<file path="config.mk">
export PLATFORM = sky130hd
export DESIGN_NAME = instr_fetch_unit_flat
export DESIGN_NICKNAME = d
export VERILOG_FILES = /design/src/rtl/instr_fetch_unit_if.sv /design/src/rtl/instr_fetch_unit.sv /design/src/flat_wrapper.sv
export SDC_FILE = /design/constraint.sdc
export NUM_CORES = 1
export LEC_CHECK = 0
export BUFFER_PORTS_ARGS = -buffer_cell sky130_fd_sc_hd__buf_2
export CAP_MARGIN = 20
export CORE_MARGIN = 2
export CORE_UTILIZATION = 30
export CTS_BUF_LIST = sky130_fd_sc_hd__clkbuf_2 sky130_fd_sc_hd__clkbuf_4 sky130_fd_sc_hd__clkbuf_8
export DETAILED_ROUTE_END_ITERATION = 16
export PLACE_DENSITY_LB_ADDON = 0.05
export REMOVE_ABC_BUFFERS = 1
export SLEW_MARGIN = 15
export SYNTH_ARGS = -nofsm -noshare
export SYNTH_HDL_FRONTEND = slang
export SYNTH_SLANG_ARGS = --single-unit
</file>
<file path="constraint.sdc">
create_clock -name CLK -period 2.6 [get_ports CLK]
set_clock_uncertainty 0.1 [all_clocks]
set_input_delay 0.26 -clock CLK [delete_from_list [all_inputs] [get_ports CLK]]
set_output_delay 0.26 -clock CLK [all_outputs]
set_load 0.02 [all_outputs]
</file>
<file path="src/rtl/instr_fetch_unit_if.sv">
// Fetch-unit bundle: PC request side, byte-wide instruction memory
// side and the decode handshake, as one interface with two views.
interface instr_fetch_unit_if;
    logic [15:0] pc_addr;
    logic        fetch_req;
    logic        flush;
    logic [15:0] mem_addr;
    logic        mem_rd;
    logic [7:0]  mem_rdata;
    logic        mem_ready;
    logic [15:0] instr;
    logic        instr_valid;
    logic        instr_ready;
    logic        pc_wre;
    logic        misalign_err;
    logic        timeout_err;

    modport slave (
        input  pc_addr,
        input  fetch_req,
        input  flush,
        input  mem_rdata,
        input  mem_ready,
        input  instr_ready,
        output mem_addr,
        output mem_rd,
        output instr,
        output instr_valid,
        output pc_wre,
        output misalign_err,
        output timeout_err
    );

    modport master (
        output pc_addr,
        output fetch_req,
        output flush,
        output mem_rdata,
        output mem_ready,
        output instr_ready,
        input  mem_addr,
        input  mem_rd,
        input  instr,
        input  instr_valid,
        input  pc_wre,
        input  misalign_err,
        input  timeout_err
    );
endinterface

</file>
<file path="src/rtl/instr_fetch_unit.sv">
// Two-read instruction fetch from byte-wide memory with a decode
// handshake and a one-cycle PC write-enable after acceptance.
module instr_fetch_unit #(
    parameter int TIMEOUT       = 64,
    parameter bit LITTLE_ENDIAN = 1'b1
) (
    input  logic               CLK,
    input  logic               RESET,
    instr_fetch_unit_if.slave  bus
);

    localparam logic [2:0] S_IDLE  = 3'd0;
    localparam logic [2:0] S_RD_LO = 3'd1;
    localparam logic [2:0] S_RD_HI = 3'd2;
    localparam logic [2:0] S_HOLD  = 3'd3;
    localparam logic [2:0] S_ERR   = 3'd4;

    localparam logic [7:0] LP_LAST = 8'(TIMEOUT - 1);

    logic [2:0]  r_state;
    logic [15:0] r_addr;
    logic        r_rd;
    logic [7:0]  r_lo;
    logic [15:0] r_instr;
    logic        r_valid;
    logic        r_wre;
    logic        r_mis;
    logic        r_to;
    logic [7:0]  r_wait;

    logic        w_tmo;
    logic [15:0] w_word;

    assign w_tmo = !bus.mem_ready && (r_wait == LP_LAST);

    // r_lo holds the even-address byte; its placement depends on order
    assign w_word = LITTLE_ENDIAN ? {bus.mem_rdata, r_lo}
                                  : {r_lo, bus.mem_rdata};

    always_ff @(posedge CLK or negedge RESET) begin
        if (!RESET) begin
            r_state <= S_IDLE;
            r_addr  <= 16'h0000;
            r_rd    <= 1'b0;
            r_lo    <= 8'h00;
            r_instr <= 16'h0000;
            r_valid <= 1'b0;
            r_wre   <= 1'b0;
            r_mis   <= 1'b0;
            r_to    <= 1'b0;
            r_wait  <= 8'h00;
        end else begin
            r_wre <= 1'b0;
            if (bus.flush) begin
                r_state <= S_IDLE;
                r_rd    <= 1'b0;
                r_valid <= 1'b0;
                r_mis   <= 1'b0;
                r_to    <= 1'b0;
                r_wait  <= 8'h00;
            end else begin
                unique case (r_state)
                    S_IDLE: begin
                        if (bus.fetch_req) begin
                            if (bus.pc_addr[0]) begin
                                r_state <= S_ERR;
                                r_mis   <= 1'b1;
                            end else begin
                                r_state <= S_RD_LO;
                                r_addr  <= bus.pc_addr;
                                r_rd    <= 1'b1;
                                r_wait  <= 8'h00;
                            end
                        end
                    end
                    S_RD_LO: begin
                        if (bus.mem_ready) begin
                            r_lo    <= bus.mem_rdata;
                            r_addr  <= {r_addr[15:1], 1'b1};
                            r_state <= S_RD_HI;
                            r_wait  <= 8'h00;
                        end else if (w_tmo) begin
                            r_rd    <= 1'b0;
                            r_to    <= 1'b1;
                            r_state <= S_ERR;
                            r_wait  <= 8'h00;
                        end else begin
                            r_wait  <= r_wait + 8'h01;
                        end
                    end
                    S_RD_HI: begin
                        if (bus.mem_ready) begin
                            r_instr <= w_word;
                            r_rd    <= 1'b0;
                            r_valid <= 1'b1;
                            r_state <= S_HOLD;
                            r_wait  <= 8'h00;
                        end else if (w_tmo) begin
                            r_rd    <= 1'b0;
                            r_to    <= 1'b1;
                            r_state <= S_ERR;
                            r_wait  <= 8'h00;
                        end else begin
                            r_wait  <= r_wait + 8'h01;
                        end
                    end
                    S_HOLD: begin
                        if (bus.instr_ready) begin
                            r_valid <= 1'b0;
                            r_wre   <= 1'b1;
                            r_state <= S_IDLE;
                        end
                    end
                    S_ERR: begin
                        r_rd <= 1'b0;
                    end
                    default: begin
                        r_state <= S_IDLE;
                        r_rd    <= 1'b0;
                        r_valid <= 1'b0;
                    end
                endcase
            end
        end
    end

    assign bus.mem_addr     = r_addr;
    assign bus.mem_rd       = r_rd;
    assign bus.instr        = r_instr;
    assign bus.instr_valid  = r_valid;
    assign bus.pc_wre       = r_wre;
    assign bus.misalign_err = r_mis;
    assign bus.timeout_err  = r_to;

endmodule

</file>
<file path="src/flat_wrapper.sv">
// flat-port wrapper written by rule: the top's interface ports become plain ports
module instr_fetch_unit_flat 
#(
    parameter int TIMEOUT       = 64,
    parameter bit LITTLE_ENDIAN = 1'b1
)
  (CLK, RESET, bus_pc_addr, bus_fetch_req, bus_flush, bus_mem_rdata, bus_mem_ready, bus_instr_ready, bus_mem_addr, bus_mem_rd, bus_instr, bus_instr_valid, bus_pc_wre, bus_misalign_err, bus_timeout_err);
  instr_fetch_unit_if bus_i ();
  input  logic CLK;
  input  logic RESET;
  input wire logic [$bits(bus_i.pc_addr)-1:0] bus_pc_addr;
  input wire logic [$bits(bus_i.fetch_req)-1:0] bus_fetch_req;
  input wire logic [$bits(bus_i.flush)-1:0] bus_flush;
  input wire logic [$bits(bus_i.mem_rdata)-1:0] bus_mem_rdata;
  input wire logic [$bits(bus_i.mem_ready)-1:0] bus_mem_ready;
  input wire logic [$bits(bus_i.instr_ready)-1:0] bus_instr_ready;
  output wire logic [$bits(bus_i.mem_addr)-1:0] bus_mem_addr;
  output wire logic [$bits(bus_i.mem_rd)-1:0] bus_mem_rd;
  output wire logic [$bits(bus_i.instr)-1:0] bus_instr;
  output wire logic [$bits(bus_i.instr_valid)-1:0] bus_instr_valid;
  output wire logic [$bits(bus_i.pc_wre)-1:0] bus_pc_wre;
  output wire logic [$bits(bus_i.misalign_err)-1:0] bus_misalign_err;
  output wire logic [$bits(bus_i.timeout_err)-1:0] bus_timeout_err;
  assign bus_i.pc_addr = bus_pc_addr;
  assign bus_i.fetch_req = bus_fetch_req;
  assign bus_i.flush = bus_flush;
  assign bus_i.mem_rdata = bus_mem_rdata;
  assign bus_i.mem_ready = bus_mem_ready;
  assign bus_i.instr_ready = bus_instr_ready;
  assign bus_mem_addr = bus_i.mem_addr;
  assign bus_mem_rd = bus_i.mem_rd;
  assign bus_instr = bus_i.instr;
  assign bus_instr_valid = bus_i.instr_valid;
  assign bus_pc_wre = bus_i.pc_wre;
  assign bus_misalign_err = bus_i.misalign_err;
  assign bus_timeout_err = bus_i.timeout_err;
  instr_fetch_unit #(.TIMEOUT(TIMEOUT), .LITTLE_ENDIAN(LITTLE_ENDIAN)) u_core (.CLK(CLK), .RESET(RESET), .bus(bus_i));
endmodule
</file>
==> results of run 1 <==
[critical path: stages (launching register included)]
cell and delay (ps):
dfrtp_1 540, nor2_4 220, nand2_2 70, or3_1 660, mux2_4 420
[power groups by stage]
stage | Sequential, mW | Combinational [mW] | Clock [mW]
finish | 1.04 | 0.414 | 0.495
global route | 1.06 | 0.455 | 0.553
CTS | 1.04 | 0.422 | 0.526
detailed placement | 1.06 | 0.420 | 0
global placement | 1.06 | 0.418 | 0
floorplan | 1.16 | 0.154 | 0
[per-stage QoR]
step	area (um^2)	power, mW	util (%)	std cells	setup WS (ps)
detailed placement	2950	1.48	36.1	360	464
global placement	2950	1.48	36.1	360	486
finish	3060	1.95	37.4	369	473
floorplan	2450	1.31	-	183	704
CTS	3060	1.99	37.4	369	458
global route	3060	2.07	37.4	369	357
[layer usage]
metal | up-vias | share of wire (%)
li1 | 837 | -
met4 | 0 | 0.93
met5 | - | 0
met2 | 49 | 47
met3 | 5 | 5.7
met1 | 885 | 47
[area by class of cell]
cell class                 instances  area, um^2  area share, %
sequential                        56        1400           45.9
multi-input combinational        124        1030           33.9
timing repair buffer              73         385           12.6
tap                              105         131           4.30
clock buffer                       5        68.8           2.25
clock inverter                     3        22.5          0.737
inverter                           3        11.3          0.369
[cells by family (layout without fill, tap and decap cells)]
logic type               count (synthesis)  count (layout)  synth area share (%)
XOR/XNOR                                 1               1                 0.347
AND/OR/NAND/NOR                         51              51                  12.1
adder cells (fa/ha/maj)                  1               1                 0.496
buffers and inverters                   14              84                  3.47
flip-flops                              56              56                  55.5
multiplexers                            41              41                  19.7
AO/OA/AOI/OAI                           30              30                  8.33
[cells in the final DEF, fill, tap and decap left out, types with 2 or more instances in the layout]
master     count
a211oi_1       2
o2111ai_1      2
inv_1          3
a221o_1        2
nand2_1       13
nor4_2         2
and2_1         3
nand2b_1       2
a2bb2oi_1      2
mux2_2        30
dfrtp_1       56
nand3_2        2
a22o_1         2
nor4_1         5
or3_1          2
nor2b_1        2
a21oi_1        4
o21ai_0        8
nor2_1         7
or2_2          2
mux2_4        10
or4_1          2
clkbuf_8       5
buf_4          6
buf_2         66
[registers in the layout (all words and copies together), names as in the netlist]
name	flops
u_core.r_state	3
u_core.bus.instr	16
u_core.r_lo	8
u_core.bus.instr_valid	1
u_core.bus.misalign_err	1
u_core.bus.mem_rd	1
u_core.r_wait	8
u_core.bus.pc_wre	1
u_core.bus.timeout_err	1
u_core.bus.mem_addr	16
[worst paths after layout]
kind | cells past startpoint | end | slack [ps]
min in group asynchronous | 2 | u_core.r_wait[3] | 350
min | 2 | u_core.bus.mem_addr[8] | 70
max | 4 | u_core.bus.mem_addr[13] | 470
max reg2reg | 4 | u_core.bus.mem_addr[13] | 470
max in group asynchronous | 3 | u_core.bus.mem_addr[7] | 1410
min reg2reg | 1 | u_core.bus.instr[1] | 410
[timing repair]
action | in CTS | in global routing
endpoints found under the hold margin | 20 | 0
hold buffers | 1 | 0
resized for setup | 0 | 0
==> metrics.txt, run 1 <==
Slew headroom=45.0%; switching share of power=29.8%; layout cells sized above 1=48.9%; Max Cap Viol=0; Avg Cell Area, Syn=13.0 um^2; Clock Tree Buf Depth=2; DIE WIDTH=95.7 um; drt total wl=5.39 mm; Fin Setup TNS=0 ps; Hold Slack=70.6 ps; CP Class=reg -> reg; Combinational Power Share=21.2%; largest net degree at the start of global routing=23; outcome=complete, no violations; clock power share=25.4%; hold crit path type=in -> reg; antenna violations before repair=0; sequential-to-total area share from yosys stat=55.5%; DR iter-0 viols=56; grt peak-use layer=met2; # fillers=845; Final Hold Viols=0; top post-synthesis cells by area=dfrtp_1 56%, mux2_2 13%, mux2_4 5.9%; Post-Syn Instances=194; global routing usage on met1=17.0%; worst hold start=bus_pc_addr[8]; Root Driver=clkbuf_8; Setup crit end kind=flop; leakage=1.56 nW; Die Ht=95.7 um; setup repair bufs after CTS=0; worst setup path startpoint=u_core.r_state[2]; Int Power=1.37 mW; Skew-Pair Late Insertion Delay=310 ps; synthesized area=2520 um^2; count of final setup violators=0; Final Critical Period=2130 ps; Sw Pwr=0.581 mW; final RePlAce weighted congestion=0.703; count of cell types in the netlist=47; All-Layer GR Usage=12.3%; Commonest cells post-synth=56 x dfrtp_1, 30 x mux2_2, 13 x nand2_1; Max IR drop VDD=0.223 mV; via count=1,776; Routed Antenna Nets=0; ant diodes=0; GR Layer Usage met2=19.3%; Top FF cell, synth=dfrtp_1; Post-synth EDFFs=0; DRC=0; Worst-path clk slew=100 ps; met3 usage=2.82%; CP max FO=15; PwrDens=639 nW/um^2; Yosys top cell area share=55.5%; CTS sink cnt=56; RSZ-0062 raised after global routing=false; DP HPWL=3.81 mm; IO Pins=67; Row Count=33; final-report max-slew violation count=0; first-pass GRT wire length=8.74 mm; Avg WL per Cell=14.6 um; P&R area growth vs syn=21.1%; CP Launch Type=flop; IO buf count=66; First-pass DRT Iterations=4; CP Data Required Time=2700 ps; Sequential Power Share=53.4%; Die ar.=9160 um^2; TritonCTS clock tree=built; starting density of the core=30.9%; Max Clk Rate=0.470 GHz; R2R Path Start=u_core.r_state[2]; Crit path arrival time=2230 ps; H-Tree Depth=2; Final Net Count=294; vias in the first global route=1,713; Remaining Overflow, GRT=0; crit share post-route=81.8%; Yosys warnings=0; top-count cell post-synth=dfrtp_1; vias per cell=4.81; flops & latches, synth=56; worst-margin pin slew=826 ps; area leader, netlist=dfrtp_1; Core Area=8180 um^2; clock buffer count from CTS=5; asr flop ratio synth=100%
Note: power is estimated with default switching activity, not from simulation.
==> run 2, diff against run 1 <==
--- a/config.mk
+++ b/config.mk
@@ -5,6 +5,7 @@
 export SDC_FILE = /design/constraint.sdc
 export NUM_CORES = 1
 export LEC_CHECK = 0
+export ABC_AREA = 1
 export BUFFER_PORTS_ARGS = -buffer_cell sky130_fd_sc_hd__buf_2
 export CAP_MARGIN = 20
 export CORE_MARGIN = 2
==> constraint.sdc (replaced) <==
create_clock -name CLK -period 2.1 [get_ports CLK]
set_clock_uncertainty 0.1 [all_clocks]
set_input_delay 0.21 -clock CLK [delete_from_list [all_inputs] [get_ports CLK]]
set_output_delay 0.21 -clock CLK [all_outputs]
set_load 0.02 [all_outputs]
==> run 2 against run 1 <==
Critical path depth increased by 4. Die area increased by 3.0%. Sequential share of layout area decreased by 1.3 points. Combinational power increased by 98%. Count of clock-buffer cells in the layout unchanged. Synthesized area increased by 3.2%. Via count increased by 24%. Non-clock buffer count decreased by 3. Global-route usage increased by 1.1 points. Clock power increased by 28%. Sequential power increased by 39%. Largest power group unchanged.
==> metrics.txt, run 2 <==
outcome=complete, no violations; Fin Setup TNS=0 ps (unchanged); Avg WL per Cell=12.5 um (-14%); final RePlAce weighted congestion=0.879 (+25%); Final Hold Viols=0 (unchanged); worst slack at placement=462 ps (-2.35 ps); first-pass GRT wire length=10.4 mm (+19%); layout cells sized above 1=26.0% (-23 points); PwrDens=922 nW/um^2 (+44%); Worst-path clk slew=100 ps (about the same); area leader, netlist=dfrtp_1; worst-margin pin slew=545 ps (-281 ps); Max Clk Rate=0.597 GHz (+27%); Avg Cell Area, Syn=8.56 um^2 (-34%); DRC=0 (unchanged); crit share post-route=79.7% (-2.1 points); fin area=3140 um^2 (+2.8%); Top FF cell, synth=dfrtp_1; most frequent cells in the layout=66 x buf_2, 60 x nand2_1, 56 x dfrtp_1; vias per cell=4.61 (-4.3%); crit-path cells=inv_1 > nand2_1 > nor2_2 > nand2_1 > nor3_2 > buf_4 > nand3_1 > o21ai_0; IO buf count=66 (unchanged); commonest non-fill, non-tap cell in the layout=buf_2; drt total wl=5.97 mm (+11%); vias in the first global route=2,171 (+27%); slowest CP cell=dfrtp_1; CTS resizes=0 (unchanged); Skew-Pair Late Insertion Delay=310 ps (about the same); Max Cap Viol=0 (unchanged); sequential-to-total area share from yosys stat=53.8% (-1.7 points); Core Area=8300 um^2 (+1.5%); antenna violations before repair=0 (unchanged); Power Total=2.90 mW (+48%); post-layout util=37.9% (+0.48 points); Hold Slack=31.6 ps (-39.1 ps); count of cell types in the netlist=25 (-47%); top post-synthesis cells by area=dfrtp_1 54%, nand2_1 8.6%, nand3_1 8.3%; Yosys warnings=0 (unchanged); Root Driver=clkbuf_8; Clock Tree Buf Depth=2 (unchanged); final-report max-slew violation count=0 (unchanged); placement-stage cell area=3040 um^2 (+2.8%); CP Data Required Time=2230 ps (-470 ps); CP Launch Type=flop; All-Layer GR Usage=13.4% (+1.1 points); Max IR drop VDD=0.292 mV (+31%); RSZ-0062 raised after global routing=false; CP max FO=30 (+15); hold crit path type=in -> reg; Setup crit end kind=flop; Post-Syn Instances=304 (+57%); starting density of the core=31.4% (+0.50 points); Crit path arrival time=1810 ps (-420 ps); ant diodes=0 (unchanged); reg2reg setup slack=430 ps (-50 ps); Final Critical Period=1670 ps (-452 ps); Post-synth EDFFs=0 (unchanged); Final Net Count=403 (+37%); most frequent CP cell=nand2_1; slowest stage delay, CP=460 ps (-200 ps); flops & latches, synth=56 (unchanged); DP HPWL=4.31 mm (+13%); Yosys top cell area share=53.8% (-1.7 points); setup repair bufs after CTS=0 (unchanged); count of final setup violators=0 (unchanged); clock buffer count from CTS=5 (unchanged); TritonCTS clock tree=built; DR iter-0 viols=78 (+39%); First-pass DRT Iterations=4 (unchanged); Commonest cells post-synth=60 x nand2_1, 56 x dfrtp_1, 46 x inv_1; Slew headroom=63.7% (+19 points); CP Class=reg -> reg; IO Pins=67 (unchanged); fin cells=478 (+30%); top-count cell post-synth=nand2_1; dpl cells=469 (+30%); Row Count=33 (unchanged); leakage=1.74 nW (+12%); CTS sink cnt=56 (unchanged); Die Ht=97.2 um (+1.5%); Die ar.=9440 um^2 (+3.0%); asr flop ratio synth=100% (unchanged); H-Tree Depth=2 (unchanged); Remaining Overflow, GRT=0 (unchanged); synthesized area=2600 um^2 (+3.2%); Routed Antenna Nets=0 (unchanged); via count=2,202 (+24%); largest net degree at the start of global routing=35 (+52%); DIE WIDTH=97.2 um (+1.5%); P&R area growth vs syn=20.7%; setup ws final=426 ps (-47.5 ps)
==> run 2: report_power, final <==
group	total (mW)	internal [mW]	switching, mW	leakage (nW)
registers	1.45	1.32	0.126	0.740
clock network	0.633	0.245	0.389	0.0452
logic	0.819	0.286	0.533	0.957
total	2.90	1.85	1.05	1.74
==> run 2: routing by layer <==
layer	share of wire (%)	track usage, %	vias to the layer above
met5	0	0	-
met4	1.1	3.25	0
met3	5.6	3.09	6
met2	47	22.0	59
met1	47	17.9	1032
li1	-	-	1105
==> run 2: worst paths after layout <==
path,start,to,cells after the start
worst min register to register,u_core.bus.instr_valid,u_core.bus.instr_valid,2
worst max register to register,u_core.r_state[0],u_core.bus.mem_addr[7],8
worst min-delay path,bus_pc_addr[13],u_core.bus.mem_addr[13],3
worst max-delay path,u_core.r_state[0],u_core.bus.mem_addr[7],8
min in group asynchronous,RESET,u_core.r_lo[7],2
max in group asynchronous,RESET,u_core.bus.misalign_err,3
==> run 2: logic make-up (layout without fill, tap and decap cells) <==
family / count (synthesis) / count (layout) / share of synthesized area [%]
DFF: 56 / 56 / 53.8
adders and majority gates: 1 / 1 / 0.480
and+or+nand+nor: 134 / 134 / 23.4
AOI/OAI and AO/OA: 44 / 44 / 8.55
xor gates and xnor gates: 2 / 2 / 0.673
muxes: 8 / 8 / 3.46
buffers and inverters: 59 / 128 / 9.61
==> run 2: final cells by class <==
class / count / area, um^2
clock buffer: 5 / 68.8
clock inverter: 3 / 25.0
fill: 882 / 5160
inverter: 50 / 188
multi-input combinational: 189 / 952
sequential: 56 / 1400
tap: 105 / 131
timing repair buffer: 70 / 375
==> run 2: worst max-delay path: cells and delay by family (launching register included) <==
kind | cells | cell delay, ps
flip-flops | 1 | 460
AO/OA/AOI/OAI | 1 | 90
buffers and inverters | 2 | 420
AND/OR/NAND/NOR | 5 | 530
==> run 2: timing repair <==
item                                    4_1_cts  5_1_grt
hold buffers                                  1        0
hold endpoints to repair                     22        0
endpoints found under the setup margin        0        0
